<file path="src/rtl/if_stage.sv">
// Instruction-fetch stage: owns the PC, issues one SRAM read per cycle and buffers
// returned words in a small queue so decode stalls never lose a fetch.
module if_stage #(
  parameter logic [31:0] RESET_PC  = 32'h1c00_0000,
  parameter int          BUF_DEPTH = 2
) (
  input  logic        clk,
  input  logic        reset,
  input  logic        ds_allow_in,
  input  logic        br_taken_cancel,
  input  logic [31:0] br_target,
  output logic        inst_sram_en,
  output logic [3:0]  inst_sram_we,
  output logic [31:0] inst_sram_addr,
  output logic [31:0] inst_sram_wdata,
  input  logic [31:0] inst_sram_rdata,
  output logic        to_ds_valid,
  output logic [31:0] fs_pc,
  output logic [31:0] fs_inst
);

  localparam int               PTR_W    = (BUF_DEPTH > 1) ? $clog2(BUF_DEPTH) : 1;
  localparam logic [2:0]       DEPTH_L  = 3'(BUF_DEPTH);
  localparam logic [PTR_W-1:0] LAST_PTR = PTR_W'(BUF_DEPTH - 1);

  function automatic logic [PTR_W-1:0] ptr_inc(input logic [PTR_W-1:0] p);
    return (p == LAST_PTR) ? '0 : p + PTR_W'(1);
  endfunction

  logic [31:0]      fetch_pc_q, fetch_pc_d;
  logic             req_inflight_q, req_inflight_d;
  logic [31:0]      req_pc_q, req_pc_d;
  logic [1:0]       count_q, count_d;
  logic [PTR_W-1:0] rd_ptr_q, rd_ptr_d;
  logic [PTR_W-1:0] wr_ptr_q, wr_ptr_d;
  logic [31:0]      buf_pc_q   [BUF_DEPTH];
  logic [31:0]      buf_pc_d   [BUF_DEPTH];
  logic [31:0]      buf_inst_q [BUF_DEPTH];
  logic [31:0]      buf_inst_d [BUF_DEPTH];

  logic             has_buf_s;
  logic             valid_s;
  logic             pop_s;
  logic             pop_buf_s;
  logic             push_s;
  logic [2:0]       occ_s;
  logic             en_s;
  logic [31:0]      head_pc_s;
  logic [31:0]      head_inst_s;

  // Head selection, handshake, credit check and next-state computation.
  always_comb begin
    fetch_pc_d     = fetch_pc_q;
    req_inflight_d = req_inflight_q;
    req_pc_d       = req_pc_q;
    count_d        = count_q;
    rd_ptr_d       = rd_ptr_q;
    wr_ptr_d       = wr_ptr_q;
    buf_pc_d       = buf_pc_q;
    buf_inst_d     = buf_inst_q;

    has_buf_s = (count_q != 2'd0);
    if (has_buf_s) begin
      head_pc_s   = buf_pc_q[rd_ptr_q];
      head_inst_s = buf_inst_q[rd_ptr_q];
    end else begin
      head_pc_s   = req_pc_q;
      head_inst_s = inst_sram_rdata;
    end

    valid_s   = reset & (has_buf_s | req_inflight_q) & ~br_taken_cancel;
    pop_s     = valid_s & ds_allow_in;
    pop_buf_s = pop_s & has_buf_s;
    // A response consumed through the bypass path never enters the queue.
    push_s    = req_inflight_q & ~(pop_s & ~has_buf_s) & ~br_taken_cancel;
    occ_s     = {1'b0, count_q} + {2'b00, req_inflight_q} - {2'b00, pop_s};
    en_s      = reset & (br_taken_cancel | (occ_s < DEPTH_L));

    if (br_taken_cancel) begin
      count_d        = 2'd0;
      rd_ptr_d       = '0;
      wr_ptr_d       = '0;
      req_inflight_d = 1'b1;
      req_pc_d       = br_target;
      fetch_pc_d     = br_target + 32'd4;
    end else begin
      if (push_s) begin
        buf_pc_d[wr_ptr_q]   = req_pc_q;
        buf_inst_d[wr_ptr_q] = inst_sram_rdata;
        wr_ptr_d             = ptr_inc(wr_ptr_q);
      end else begin
        wr_ptr_d = wr_ptr_q;
      end
      if (pop_buf_s) begin
        rd_ptr_d = ptr_inc(rd_ptr_q);
      end else begin
        rd_ptr_d = rd_ptr_q;
      end
      count_d = count_q + {1'b0, push_s} - {1'b0, pop_buf_s};
      if (en_s) begin
        req_inflight_d = 1'b1;
        req_pc_d       = fetch_pc_q;
        fetch_pc_d     = fetch_pc_q + 32'd4;
      end else begin
        req_inflight_d = 1'b0;
      end
    end
  end

  // State registers; asynchronous clear discards any response still in flight.
  always_ff @(posedge clk or negedge reset) begin
    if (!reset) begin
      fetch_pc_q     <= RESET_PC;
      req_inflight_q <= 1'b0;
      req_pc_q       <= 32'd0;
      count_q        <= 2'd0;
      rd_ptr_q       <= '0;
      wr_ptr_q       <= '0;
      for (int i = 0; i < BUF_DEPTH; i++) begin
        buf_pc_q[i]   <= 32'd0;
        buf_inst_q[i] <= 32'd0;
      end
    end else begin
      fetch_pc_q     <= fetch_pc_d;
      req_inflight_q <= req_inflight_d;
      req_pc_q       <= req_pc_d;
      count_q        <= count_d;
      rd_ptr_q       <= rd_ptr_d;
      wr_ptr_q       <= wr_ptr_d;
      buf_pc_q       <= buf_pc_d;
      buf_inst_q     <= buf_inst_d;
    end
  end

  assign inst_sram_en    = en_s;
  assign inst_sram_we    = 4'b0000;
  assign inst_sram_addr  = br_taken_cancel ? br_target : fetch_pc_q;
  assign inst_sram_wdata = 32'd0;
  assign to_ds_valid     = valid_s;
  assign fs_pc           = valid_s ? head_pc_s : 32'd0;
  assign fs_inst         = valid_s ? head_inst_s : 32'd0;

  if_stage_chk #(.BUF_DEPTH(BUF_DEPTH)) u_chk (
    .clk    (clk),
    .rst_n  (reset),
    .count_i(count_q)
  );

endmodule

// Queue occupancy checker: the credit rule must keep count within the queue depth.
module if_stage_chk #(
  parameter int BUF_DEPTH = 2
) (
  input logic       clk,
  input logic       rst_n,
  input logic [1:0] count_i
);

  // Flag any occupancy beyond the physical queue size.
  always @(posedge clk) begin
    if (rst_n) begin
      assert ({30'd0, count_i} <= 32'(BUF_DEPTH))
        else $error("if_stage queue overflow: count=%0d", count_i);
    end
  end

endmodule

</file>
<file path="config.mk">
export PLATFORM = sky130hd
export DESIGN_NAME = if_stage
export DESIGN_NICKNAME = d
export VERILOG_FILES = /design/src/rtl/if_stage.sv
export SDC_FILE = /design/constraint.sdc
export NUM_CORES = 1
export LEC_CHECK = 0
export ABC_AREA = 1
export CORE_ASPECT_RATIO = 0.9
export CORE_MARGIN = 1.5
export CORE_UTILIZATION = 57
export CTS_CLUSTER_DIAMETER = 40
export DETAILED_ROUTE_END_ITERATION = 6
export PLACE_DENSITY = 0.89
export SETUP_SLACK_MARGIN = 0.3
export SYNTH_ARGS = -nofsm -noshare
export SYNTH_HDL_FRONTEND = slang
export SYNTH_HIERARCHICAL = 1
export SYNTH_SLANG_ARGS = --single-unit
</file>
<file path="constraint.sdc">
create_clock -name clk -period 7.15 [get_ports clk]
set_clock_uncertainty 0.05 [all_clocks]
set_input_delay 1.43 -clock clk [delete_from_list [all_inputs] [get_ports clk]]
set_output_delay 1.43 -clock clk [all_outputs]
set_load 0.02 [all_outputs]
</file>
==> impl_metrics.tcl <==
set metrics [dict create \
    outcome "completed" \
    p_leak_nw 6.27 \
    final_cell_area_sq_um 13000 \
    required_ns 5.67 \
    dp_hpwl_mm 18.4 \
    r2r_cells 14 \
    viasPerCell 5.64 \
    fillers 1514 \
    drv_cap 0 \
    end_kind "output pin" \
    routed_wl_mm 30.2 \
    cts.sinks 197 \
    place_inst 1817 \
    synth-edff-count 0 \
    clkLatencyLatePin_ns 0.43 \
    fin_crit_sh 0.786 \
    die_x_um 149 \
    root_buffer "clkbuf_16" \
    holdCritPathClass "reg2reg" \
    irDropWorstVdd_mv 0.175 \
    die_area_sq_um 19900 \
    power_switching_mw 1.34 \
    grt_max_degree 130 \
    instances_no_fill 1849 \
    power_density_nw_per_um2 292 \
    critical_path.max_fanout 58 \
    pwr-share-seq 0.438 \
    total_power_mw 3.79 \
    avgSynthCellArea_sq_um 7.31 \
    synthCells 1489 \
    post_cts_resized 0 \
    holdPathStages 2 \
    seq_area_frac_synth 0.453 \
    cts_buffer_depth 2 \
    drv_slew 0 \
    post_drt_wl_per_cell_um 16.3 \
    async_flop_share 1.00 \
    cts_buffers 17 \
    clkPwrFrac 0.273 \
    area_growth_pct 19.2 \
    worst_pin_slew_ns 1.19 \
    grt-ovfl-total 0 \
    coreArea_sq_um 18500 \
    drive_gt1_frac 0.0704 \
    rrSetupSlack_ns 3.49 \
    tritoncts "yes" \
    nNetsFinal 1664 \
    hold_viol_final 0 \
    holdWs_ns 0.422 \
    p_sw_frac 0.354 \
    drc 0 \
    synth.distinct_cells 35 \
    gr-usage-all-layers 0.311 \
    placed_cell_area_sq_um 12300 \
    multi_input_area_sq_um 5060 \
    pwr-share-comb 0.289 \
    drtIter0Drc 988 \
    yosys_warnings 6 \
    setup_viol 0 \
    rsz0062_at_grt "false" \
    min_period_ns 5.62 \
    relSlewSlack 0.207 \
    floorplan.rows 47 \
    io_buffers 165 \
    firstDrtPassIters 5 \
    ys.flop_type "dfrtp_1" \
    diodes 0 \
    grt_pass1_vias 9966 \
    die_h_um 134 \
    worstSetupStartpointType "input pin" \
    internal_power_mw 2.44 \
    io_pins 202 \
    cp.arrival_ns 4.14 \
    hold_buffers 0 \
    ant_nets 0 \
    grt_pass1_wl_mm 49.2 \
    post-cts-setup-buffers 0 \
    place_congestion 0.921 \
    vias 10425 \
    fin_setup_tns_ns 0 \
    synth.cell_area_sq_um 10900 \
    clk_pin_slew_ns 0.07 \
    htree_num_levels 4 \
    start_util 0.587 \
    regArea_sq_um 4930 \
    worst-setup-path-type "in2out" \
    fmax_mhz 178 \
    antenna_found_initial 0 \
    ys_ff_latch 197 \
]
-- routing by layer --
| metal | track usage | share of wire |
|---|---|---|
| met1 | 0.425 | 0.41 |
| met2 | 0.507 | 0.48 |
| met3 | 0.0568 | 0.098 |
| met4 | 0.0952 | 0.017 |
| met5 | 0 | 0 |
-- stage by stage --
step	setup WS [ns]	utilization
global route	1.26	0.700
global placement	1.54	0.666
finish	1.53	0.700
detailed placement	1.50	0.666
floorplan	2.53	-
CTS	1.49	0.700
-- synth_stat cells (2+ instances only) --
master | count | area [sq um]
nand3_1 | 159 | 796
clkbuf_1 | 38 | 143
xor2_1 | 4 | 35.0
nor2_4 | 6 | 67.6
o21a_1 | 2 | 15.0
ha_1 | 4 | 50.1
dfrtp_1 | 194 | 4850
o21ai_1 | 15 | 75.1
a31oi_1 | 68 | 425
nand2_1 | 637 | 2390
o21ai_4 | 3 | 48.8
buf_4 | 45 | 338
dfstp_2 | 3 | 78.8
o21ai_2 | 2 | 17.5
a21oi_1 | 2 | 10.0
nor2_1 | 49 | 184
inv_1 | 66 | 248
nand2_2 | 30 | 188
o21ai_0 | 86 | 430
nand4_1 | 5 | 31.3
nor2_2 | 10 | 62.6
buf_2 | 42 | 210
buf_6 | 5 | 56.3
buf_12 | 2 | 40.0
inv_2 | 2 | 7.51
-- placed cells by master (no fill, tap or decap), types with 3 or more instances in the layout --
cell	synthesis	layout
buf_4	45	16
dfrtp_1	194	193
inv_2	2	3
o21ai_1	15	15
nor2_4	6	8
nand4_1	5	5
bufinv_16	0	4
nand2_1	637	634
conb_1	1	36
clkdlybuf4s50_1	0	163
nand3_1	159	159
o21ai_0	86	86
nor2_1	49	47
ha_1	4	4
dfstp_2	3	3
a31oi_1	68	68
inv_1	66	65
clkbuf_8	0	3
nor2_2	10	10
clkbuf_1	38	3
nand2_2	30	32
xor2_1	4	4
clkbuf_16	0	17
o21ai_4	3	3
-- worst paths after layout --
kind,from,to
worst max-delay path,reset,inst_sram_en
worst min-delay path,buf_inst_q[34],buf_inst_q[34]
worst max register to register,count_q[1],count_q[1]
worst min register to register,buf_inst_q[34],buf_inst_q[34]
max in group asynchronous,reset,fetch_pc_q[18]
min in group asynchronous,reset,buf_inst_q[25]
-- kinds of logic (layout without fill, tap and decap cells) --
kind of cell	count (synthesis)	in the layout	share of synthesized area
fa+ha+maj	5	5	0.00644
flops	197	197	0.453
buf+inv	202	282	0.0967
compound gates	180	180	0.0952
simple gates	899	899	0.344
other cells	1	36	0.000345
xor+xnor	5	5	0.00402
-- final cells by class --
class | count | share of cell area
clock inverter | 10 | 0.0129
multi-input combinational | 1125 | 0.390
tap | 245 | 0.0236
inverter | 69 | 0.0202
clock buffer | 22 | 0.0358
sequential | 197 | 0.381
timing repair buffer | 181 | 0.137
-- registers in the layout, summed over array words and instances (netlist names) --
name and count:
count_q 2, req_pc_q 32, req_inflight_q 1, fetch_pc_q 32, buf_inst_q 64, rd_ptr_q 1
wr_ptr_q 1, buf_pc_q 64
-- power by group through the flow --
stage | clock, mW | combinational (mW) | sequential [mW]
floorplan | 0 | 0.757 | 1.61
global placement | 0 | 1.04 | 1.65
detailed placement | 0 | 1.08 | 1.66
CTS | 1.04 | 1.09 | 1.65
global route | 1.09 | 1.22 | 1.69
finish | 1.03 | 1.09 | 1.66
-- critical path: stages --
cell             delay (ns)
clkbuf_8               0.39
inv_1                  0.16
nor2_1                 0.13
nand2_1                0.07
nor2_1                 0.11
ha_1                   0.23
inv_1                  0.05
nand2_1                0.05
fa_1                   0.49
nand3_1                0.08
nand2_1                0.06
nand2_1                0.14
inv_1                  0.10
clkdlybuf4s50_1        0.60
No activity file was read; power rests on OpenSTA's default activity.
